<file path="config.mk">
export PLATFORM = sky130hd
export DESIGN_NAME = memory_arbiter
export DESIGN_NICKNAME = d
export VERILOG_FILES = /design/src/rtl/memory_arbiter.sv
export SDC_FILE = /design/constraint.sdc
export NUM_CORES = 1
export LEC_CHECK = 0
export BUFFER_PORTS_ARGS = -buffer_cell sky130_fd_sc_hd__buf_2
export CAP_MARGIN = 20
export CORE_AREA = 2 2 106 108
export DETAILED_ROUTE_END_ITERATION = 8
export DIE_AREA = 0 0 108 110
export HOLD_SLACK_MARGIN = 0.12
export PLACE_DENSITY = 0.63
export SLEW_MARGIN = 20
export SYNTH_ARGS = -nofsm -noshare
export SYNTH_HDL_FRONTEND = slang
export SYNTH_SLANG_ARGS = --single-unit
</file>
<file path="constraint.sdc">
create_clock -name clk -period 2.9 [get_ports clk]
set_input_delay 0.145 -clock clk [delete_from_list [all_inputs] [get_ports clk]]
set_output_delay 0.145 -clock clk [all_outputs]
set_load 0.05 [all_outputs]
</file>
<file path="src/rtl/memory_arbiter.sv">
`default_nettype none
// ============================================================================
// Module   : memory_arbiter
// Shares the single memory port between instruction fetch and the data port.
// Optional IF starvation guard: define MEMORY_ARBITER_STARVE_GUARD_EN.
// Revision : 1.0
// ============================================================================
module memory_arbiter #(
   parameter int ADDR_W       = 32,
   parameter int DATA_W       = 32,
   parameter int STARVE_LIMIT = 4
) (
   input  logic              clk,
   input  logic              n_reset,
   input  logic              if_req,
   input  logic [ADDR_W-1:0] if_addr,
   output logic              if_gnt,
   output logic              if_rvalid,
   output logic [DATA_W-1:0] if_rdata,
   output logic              if_abort,
   input  logic              d_req,
   input  logic              d_write,
   input  logic [ADDR_W-1:0] d_addr,
   input  logic [DATA_W-1:0] d_wdata,
   input  logic [1:0]        d_size,
   output logic              d_gnt,
   output logic              d_rvalid,
   output logic [DATA_W-1:0] d_rdata,
   output logic              d_abort,
   output logic [ADDR_W-1:0] addr,
   output logic [DATA_W-1:0] wdata,
   input  logic [DATA_W-1:0] rdata,
   input  logic              abort,
   output logic              write,
   output logic [1:0]        size,
   output logic [1:0]        prot,
   output logic [1:0]        trans
);

   typedef enum logic [1:0] {
      IDLE   = 2'd0,
      ACCESS = 2'd1,
      RESP   = 2'd2
   } state_t;

   localparam logic       OWN_IF     = 1'b0;
   localparam logic       OWN_D      = 1'b1;
   localparam logic [1:0] TRANS_IDLE = 2'b00;
   localparam logic [1:0] TRANS_ACC  = 2'b11;
   localparam logic [1:0] SIZE_WORD  = 2'b10;
   localparam logic [1:0] PROT_IF    = 2'b10;
   localparam logic [1:0] PROT_D     = 2'b11;

   state_t state, state_nxt;
   logic   owner;
   logic   arb_point;
   logic   any_req;
   logic   d_wins;

   generate
      if (STARVE_LIMIT < 1) begin : g_bad_limit
         $error("memory_arbiter: STARVE_LIMIT must be at least 1");
      end
   endgenerate

   assign arb_point = (state == IDLE) || (state == RESP);
   assign any_req   = if_req | d_req;

`ifdef MEMORY_ARBITER_STARVE_GUARD_EN
   localparam int               CNT_W   = $clog2(STARVE_LIMIT + 1);
   localparam logic [CNT_W-1:0] CNT_MAX = CNT_W'(STARVE_LIMIT);

   logic [CNT_W-1:0] starve_cnt;
   logic             force_if;

   assign force_if = if_req && (starve_cnt == CNT_MAX);
   assign d_wins   = d_req && !force_if;

   // Counts consecutive arbitration points that IF lost while requesting.
   always_ff @(posedge clk or negedge n_reset) begin
      if (!n_reset) begin
         starve_cnt <= '0;
      end else if (arb_point) begin
         if (!if_req || !d_wins) begin
            starve_cnt <= '0;
         end else if (starve_cnt != CNT_MAX) begin
            starve_cnt <= starve_cnt + CNT_W'(1);
         end
      end
   end
`else
   assign d_wins = d_req;
`endif

   always_ff @(posedge clk or negedge n_reset) begin
      if (!n_reset) begin
         state <= IDLE;
      end else begin
         state <= state_nxt;
      end
   end

   always_comb begin
      state_nxt = state;
      case (state)
         IDLE, RESP: state_nxt = any_req ? ACCESS : IDLE;
         ACCESS:     state_nxt = RESP;
         default:    state_nxt = IDLE;
      endcase
   end

   // Bus and grant registers: everything defaults back to idle each cycle,
   // so write and the grants can only be high for the single ACCESS cycle.
   always_ff @(posedge clk or negedge n_reset) begin
      if (!n_reset) begin
         trans  <= TRANS_IDLE;
         write  <= 1'b0;
         addr   <= '0;
         wdata  <= '0;
         size   <= SIZE_WORD;
         prot   <= PROT_IF;
         if_gnt <= 1'b0;
         d_gnt  <= 1'b0;
         owner  <= OWN_IF;
      end else begin
         trans  <= TRANS_IDLE;
         write  <= 1'b0;
         if_gnt <= 1'b0;
         d_gnt  <= 1'b0;
         if (arb_point && any_req) begin
            trans <= TRANS_ACC;
            if (d_wins) begin
               addr  <= d_addr;
               wdata <= d_wdata;
               write <= d_write;
               size  <= d_size;
               prot  <= PROT_D;
               d_gnt <= 1'b1;
               owner <= OWN_D;
            end else begin
               addr   <= if_addr;
               wdata  <= '0;
               size   <= SIZE_WORD;
               prot   <= PROT_IF;
               if_gnt <= 1'b1;
               owner  <= OWN_IF;
            end
         end
      end
   end

   assign if_rvalid = (state == RESP) && (owner == OWN_IF);
   assign d_rvalid  = (state == RESP) && (owner == OWN_D);
   assign if_rdata  = if_rvalid ? rdata : '0;
   assign d_rdata   = d_rvalid ? rdata : '0;
   assign if_abort  = if_rvalid & abort;
   assign d_abort   = d_rvalid & abort;

endmodule
`default_nettype wire

</file>
### Word-level counts from Yosys, hierarchy flattened

Cells that the tools add are included.

* output and inout port bits: 141
* logic and storage cells: 37
* bits in registers: 76

* bitwise logic cells: 4
* eq/ne operators: 2
* multiplexer cells: 15
* reduce and logical (&&, ||, !) cells: 6

Operators with widths (count)
* 32-bit 2-to-1 mux: 4
* 1-bit 2-to-1 mux: 8
* 2-bit 2-to-1 mux: 2
* 2-bit one-hot mux with 2 select lines: 1
* 1-bit logical AND: 3
* 1-bit bitwise AND: 2
* 2-bit by 1-bit == test with 1-bit output (second input constant): 1
* 2-bit == test (second input constant): 1
* 2-bit zero test: 1
* 2-bit OR reduction: 1
* 1-bit logical OR: 1
* 1-bit NOT: 1
* 1-bit OR: 1

### Depth between registers and ports, before layout

Gate-level depths: netlist of run 1.

* word-level depth: 4
* mapped depth: 5
* gate-level depth less buffers: 4

### Least setup slack after synthesis of run 1

OpenSTA, ideal clock, no wires.

* kind: reg2out
* from: register trans[0] (netlist name)
* to: output if_rdata[22]
* data required time: 2.755 ns
* slack: 0.897 ns
* data arrival time: 1.858 ns
* stages on the path, launching flop included: 4
* path through: dfrtp_1 nor3b_2 clkbuf_1 and2_1

RTL lines
* end, declared: line 19 `output logic [DATA_W-1:0] if_rdata,`

==> results.json, run 1 <==
{
  "status": "completed",
  "initial_core_util": 0.317,
  "slowest_delay_ps": 690,
  "finalSetupViolCount": 0,
  "cp.arrival_ps": 2160,
  "initialDrtViolationCount": 197,
  "fin_ws_ps": 597,
  "dp_hpwl_um": 9010,
  "drv_slew": 0,
  "async_flop_share": 1.00,
  "vdd_drop_max_uv": 321,
  "viasPerCell": 4.82,
  "wl_per_cell_um": 15.8,
  "synth-edff-count": 0,
  "drive_above_1_share": 0.438,
  "cap_violations": 0,
  "p_leak_nw": 3.13,
  "overflow": 0,
  "dp.cells": 716,
  "cts_max_level": 3,
  "antenna_found_initial": 1,
  "fillers": 931,
  "stdcell_count": 833,
  "yosys.cell_count.top_type": "dfrtp_1",
  "holdWs_ps": 303,
  "synth_top_area_cell": "dfrtp_1",
  "place_congestion": 0.825,
  "syn_nets": 464,
  "cp_num_buf_inv": 3,
  "dp_slack_ps": 945,
  "routed_wl_um": 13100,
  "row_count": 38,
  "die_area_um2": 11900,
  "synth_seq_cells": 72,
  "ys_seq_area_frac": 0.532,
  "cts_buffer_depth": 2,
  "cts-root-buf": "clkbuf_8",
  "r2r_start": "trans[0]",
  "postSynthCellCount": 328,
  "boundaryPins": 277,
  "critPathMaxFanout": 34,
  "first_pass_iters": 7,
  "syn_area_per_cell_um2": 10.3,
  "setup.worst_path.start_class": "register",
  "critPathKind": "reg -> out",
  "power.density_nw_per_um2": 636,
  "rsz0062_at_grt": "false",
  "end_kind": "output pin",
  "drc": 0,
  "min_period_over_period": 0.794,
  "netlist_area_um2": 3390,
  "synth_common_cells": "71 x dfrtp_1, 67 x and2_1, 34 x nor2_1, 33 x a22o_1, 31 x o22ai_1",
  "yosysTopAreaCellShare": 0.525,
  "cts-buffers-inserted": 9,
  "hold_violations": 0,
  "grt_max_degree": 73,
  "period_minus_slack_ps": 2300,
  "synth-main-ff-cell": "dfrtp_1",
  "final.setup.tns_ps": 0,
  "cts_resized": 0,
  "path_clk_slew_ps": 80,
  "slowest_stage": "and3_1",
  "slew_headroom": 0.404,
  "area_growth_syn_to_layout_pct": 77.8,
  "clock-sinks": 72,
  "critPathTopFamily": "simple AND/OR/NAND/NOR gates",
  "path_cells": "buf_4, inv_2, and3_1, and2_1, buf_2",
  "dpl_cell_area_um2": 4820,
  "grt_pass1_wl_um": 19700,
  "synth_area_leaders": "dfrtp_1 52%, and2_1 12%, a22o_1 8.5%",
  "io_buffer_count": 275,
  "fin_skew_ps": 3.30,
  "yosysWarnings": 0,
  "yosys.cell_types.count": 23,
  "design_area_um2": 6020,
  "insertion_delay_ps": 340,
  "critical_path_required_ps": 2760,
  "min_path_type": "in -> reg",
  "cts_tree": "done",
  "postRouteAntennaNets": 0,
  "die_h_um": 110,
  "grt_pass1_vias": 3939,
  "core_um2": 10700,
  "nets": 823,
  "fmax_mhz": 434,
  "die_w_um": 108,
  "crit_start": "trans[0]",
  "grt_usage": 0.214,
  "min-delay-start": "d_req",
  "tightest_slew_ps": 894,
  "vias": 4013
}
==> cells by family (layout without fill, tap and decap cells) <==
group,count (synthesis),in the layout,synth area share
buffers and inverters,37,401,0.0550
other,1,2,0.00111
AO/OA/AOI/OAI,88,88,0.204
AND/OR/NAND/NOR,130,130,0.208
flip-flops,72,72,0.532
==> layout make-up <==
class / instances / area, µm² / area share
Inverter: 3 / 11.3 / 0.00187
Sequential cell: 72 / 1800 / 0.299
Multi-Input combinational cell: 219 / 1400 / 0.232
Clock inverter: 5 / 56.3 / 0.00935
Antenna cell: 1 / 2.50 / 0.000416
Clock buffer: 11 / 141 / 0.0235
Timing Repair Buffer: 382 / 2430 / 0.404
Tap cell: 140 / 175 / 0.0291
==> tightest hold or removal path: stages <==
cell,delay [ps]
buf_2,110
buf_4,220
nor2_1,130
==> worst paths after layout <==
check	slack, ps	end	cells after the start
min in group asynchronous	460	wdata[27]	2
max	600	d_rdata[28]	5
max reg2reg	700	addr[0]	6
max in group asynchronous	1860	wdata[15]	2
min	300	if_gnt	3
min reg2reg	450	state[1]	1
==> through the flow <==
| stage | utilization | total power (W) |
|---|---|---|
| after global routing | 0.563 | 0.00402 |
| after detailed placement | 0.451 | 0.00284 |
| after CTS | 0.563 | 0.00385 |
| final | 0.563 | 0.00383 |
| after floorplan | - | 0.00241 |
| after global placement | 0.451 | 0.00282 |
==> sequential cells by signal (all words and copies together), names as in the netlist <==
name,count
d_gnt,1
prot,1
wdata,32
write,1
trans,1
addr,32
state,1
if_gnt,1
size,2
==> metal layers <==
metal | up-vias | GRT usage | wire [µm]
met2 | 207 | 0.391 | 6830
met3 | 26 | 0.0576 | 1220
li1 | 1898 | - | -
met5 | - | 0 | 0
met4 | 0 | 0.0989 | 335
met1 | 1882 | 0.231 | 4740
==> where the power goes <==
part,switching (W),internal (W)
registers,0.000122,0.00118
clock network,0.000384,0.000420
logic,0.00118,0.000550
total,0.00169,0.00215
==> placed cells by master (no fill, tap or decap) <==
cell type      instances
inv_2                  2
clkinv_4               1
or2_1                  1
buf_4                  8
a22o_1                33
buf_2                274
clkinvlp_4             1
clkbuf_1               1
conb_1                 1
nand2b_1               2
nor3_1                20
nand2_1                2
bufinv_16              1
and2_1                67
nor2_1                34
dfstp_2                1
nand2b_2               1
a21oi_1                1
diode_2                1
dlygate4sd3_1        100
o22a_1                 1
o22ai_1               31
o32ai_1               22
nand2_2                1
inv_1                  1
dfrtp_1               71
nor3b_2                1
clkbuf_8              10
and3_1                 1
clkinv_2               2
==> repair_timing <==
item / in CTS / in global routing
buffers inserted: 0 / 0
hold buffers: 100 / 0
endpoints found under the hold margin: 138 / 0
No activity file was read; power rests on OpenSTA's default activity.
==> run 2: changes to the inputs <==
- clock period: 2.9 -> 2.2 ns (I/O delays scaled with it)
==> results.json, run 2 (same netlist as run 1, synthesis figures left out) <==
{
  "die_w_um": 108,
  "wl_met2_um": 7140,
  "postRouteAntennaNets": 0,
  "slowest_stage": "dlygate4sd3_1",
  "antenna_found_initial": 0,
  "rrSetupSlack_ps": 130,
  "viasPerCell": 4.96,
  "cap_violations": 0,
  "critPathTopFamily": "buffers and inverters",
  "path_clk_slew_ps": 80,
  "crit_start": "trans[0]",
  "status": "completed",
  "tightest_slew_ps": 921,
  "hold_violations": 0,
  "cp_num_buf_inv": 3,
  "crit_cells": 6,
  "critPathMaxFanout": 21,
  "setup.worst_path.start_class": "register",
  "final_common_cell": "buf_2",
  "dr_wl_met3_um": 1120,
  "cts_max_level": 3,
  "cts-buffers-inserted": 9,
  "final_cell_mix": "274 x buf_2, 100 x dlygate4sd3_1, 71 x dfrtp_1",
  "die_area_um2": 11900,
  "r2r_end": "addr[18]",
  "critPathKind": "reg -> reg",
  "drc": 0,
  "wl_per_cell_um": 16.9,
  "grt_max_degree": 73,
  "initialDrtViolationCount": 242,
  "comb_power_share": 0.423,
  "wl_met1_um": 5210,
  "grt_pass1_wl_um": 21000,
  "io_buffer_count": 275,
  "internal_power_w": 0.00302,
  "vdd_drop_max_uv": 428,
  "path_cells": "buf_4, nand2b_1, buf_6, o32ai_1, nor2_1, dlygate4sd3_1",
  "finalSetupViolCount": 0,
  "routed_wl_um": 14000,
  "insertion_delay_ps": 350,
  "clkPwrFrac": 0.250,
  "row_count": 38,
  "initial_core_util": 0.317,
  "first_pass_iters": 4,
  "swShare": 0.427,
  "die_h_um": 110,
  "n_antenna_cell": 0,
  "reg_top3": "addr (32), wdata (32), size (2)",
  "area_growth_syn_to_layout_pct": 79.8,
  "drive_above_1_share": 0.440,
  "boundaryPins": 277,
  "cts_tree": "done",
  "setup.worst_path.end": "addr[18]",
  "cp.arrival_ps": 2300,
  "r2r_start": "trans[0]",
  "fin_skew_ps": 7.42,
  "rr_worst_depth": 6,
  "drv_slew": 0,
  "dp_slack_ps": 317,
  "power.share.sequential": 0.327,
  "post_cts_buffers": 0,
  "fin_ws_ps": 125,
  "vias": 4130,
  "dpl_cell_area_um2": 4830,
  "rsz0062_at_grt": "false",
  "min_period_over_period": 0.943,
  "dp_hpwl_um": 9120,
  "core_um2": 10700,
  "nets": 824,
  "final.setup.tns_ps": 0,
  "grt_pass1_vias": 4170,
  "min_path_type": "in -> reg",
  "switchingPower_w": 0.00225,
  "critical_path_required_ps": 2430,
  "top_layer": "met4",
  "place_congestion": 0.840,
  "fmax_mhz": 482,
  "clock-sinks": 72,
  "slew_headroom": 0.386,
  "power.density_nw_per_um2": 864,
  "design_area_um2": 6090,
  "end_kind": "register",
  "grt_usage": 0.230,
  "cts-root-buf": "clkbuf_8",
  "period_minus_slack_ps": 2070,
  "p_leak_nw": 3.17,
  "slowest_delay_ps": 560,
  "power_w": 0.00526,
  "overflow": 0,
  "cts_buffer_depth": 2
}
==> run 2: cell types whose count changed in the layout (fill, tap and decap cells not counted) <==
cell	change
inv_6	+1
clkbuf_1	-1
nand2b_4	+1
clkinv_2	-2
buf_6	+1
nand2b_2	-1
bufinv_16	+2
diode_2	-1
==> run 2: worst min-delay path by stage <==
stage                     depth (start not counted)         to  slack, ps  startpoint
after floorplan                                   0    addr[0]       -190     n_reset
final                                             4     if_gnt        320      if_req
after CTS                                         3     if_gnt        310       d_req
after global routing                              3     if_gnt        330       d_req
after detailed placement                          1  wdata[27]        300     n_reset
after global placement                            1  wdata[27]        290     n_reset
==> run 2: power groups by stage <==
stage / registers [W] / logic (W) / clock network, W
CTS: 0.00172 / 0.00221 / 0.00135
detailed placement: 0.00173 / 0.00202 / 0
global placement: 0.00173 / 0.00199 / 0
global route: 0.00175 / 0.00234 / 0.00141
finish: 0.00172 / 0.00223 / 0.00131
floorplan: 0.00250 / 0.000686 / 0
==> run 2: routing by layer <==
layer,vias up,global-route usage
met5,-,0
met4,0,0.127
met3,51,0.0535
met2,238,0.415
met1,1939,0.250
li1,1902,-
==> run 2: layout make-up <==
cell class	instances	area [µm²]
Clock inverter	6	115
Clock buffer	10	138
Sequential cell	72	1800
Timing Repair Buffer	383	2440
Tap cell	140	175
Inverter	3	11.3
Fill cell	926	4610
Multi-Input combinational cell	219	1410
==> run 2: through the flow <==
step	hold WS, ps	utilization	std cells
2_1_floorplan	-186	-	328
3_3_place_gp	293	0.451	717
3_5_place_dp	305	0.451	717
4_1_cts	306	0.569	833
5_1_grt	330	0.569	833
6_report	320	0.569	833
==> run 2: worst register-to-register path, stage by stage, from the launching register on <==
cell and delay [ps]:
dfrtp_1 430, buf_4 200, nand2b_1 220, buf_6 200, o32ai_1 260, nor2_1 80
dlygate4sd3_1 560
==> run 2: timing repair <==
action,in CTS,in global routing
endpoints found under the setup margin,0,5
gates resized for setup,0,2
hold buffers,100,0
endpoints found under the hold margin,138,0
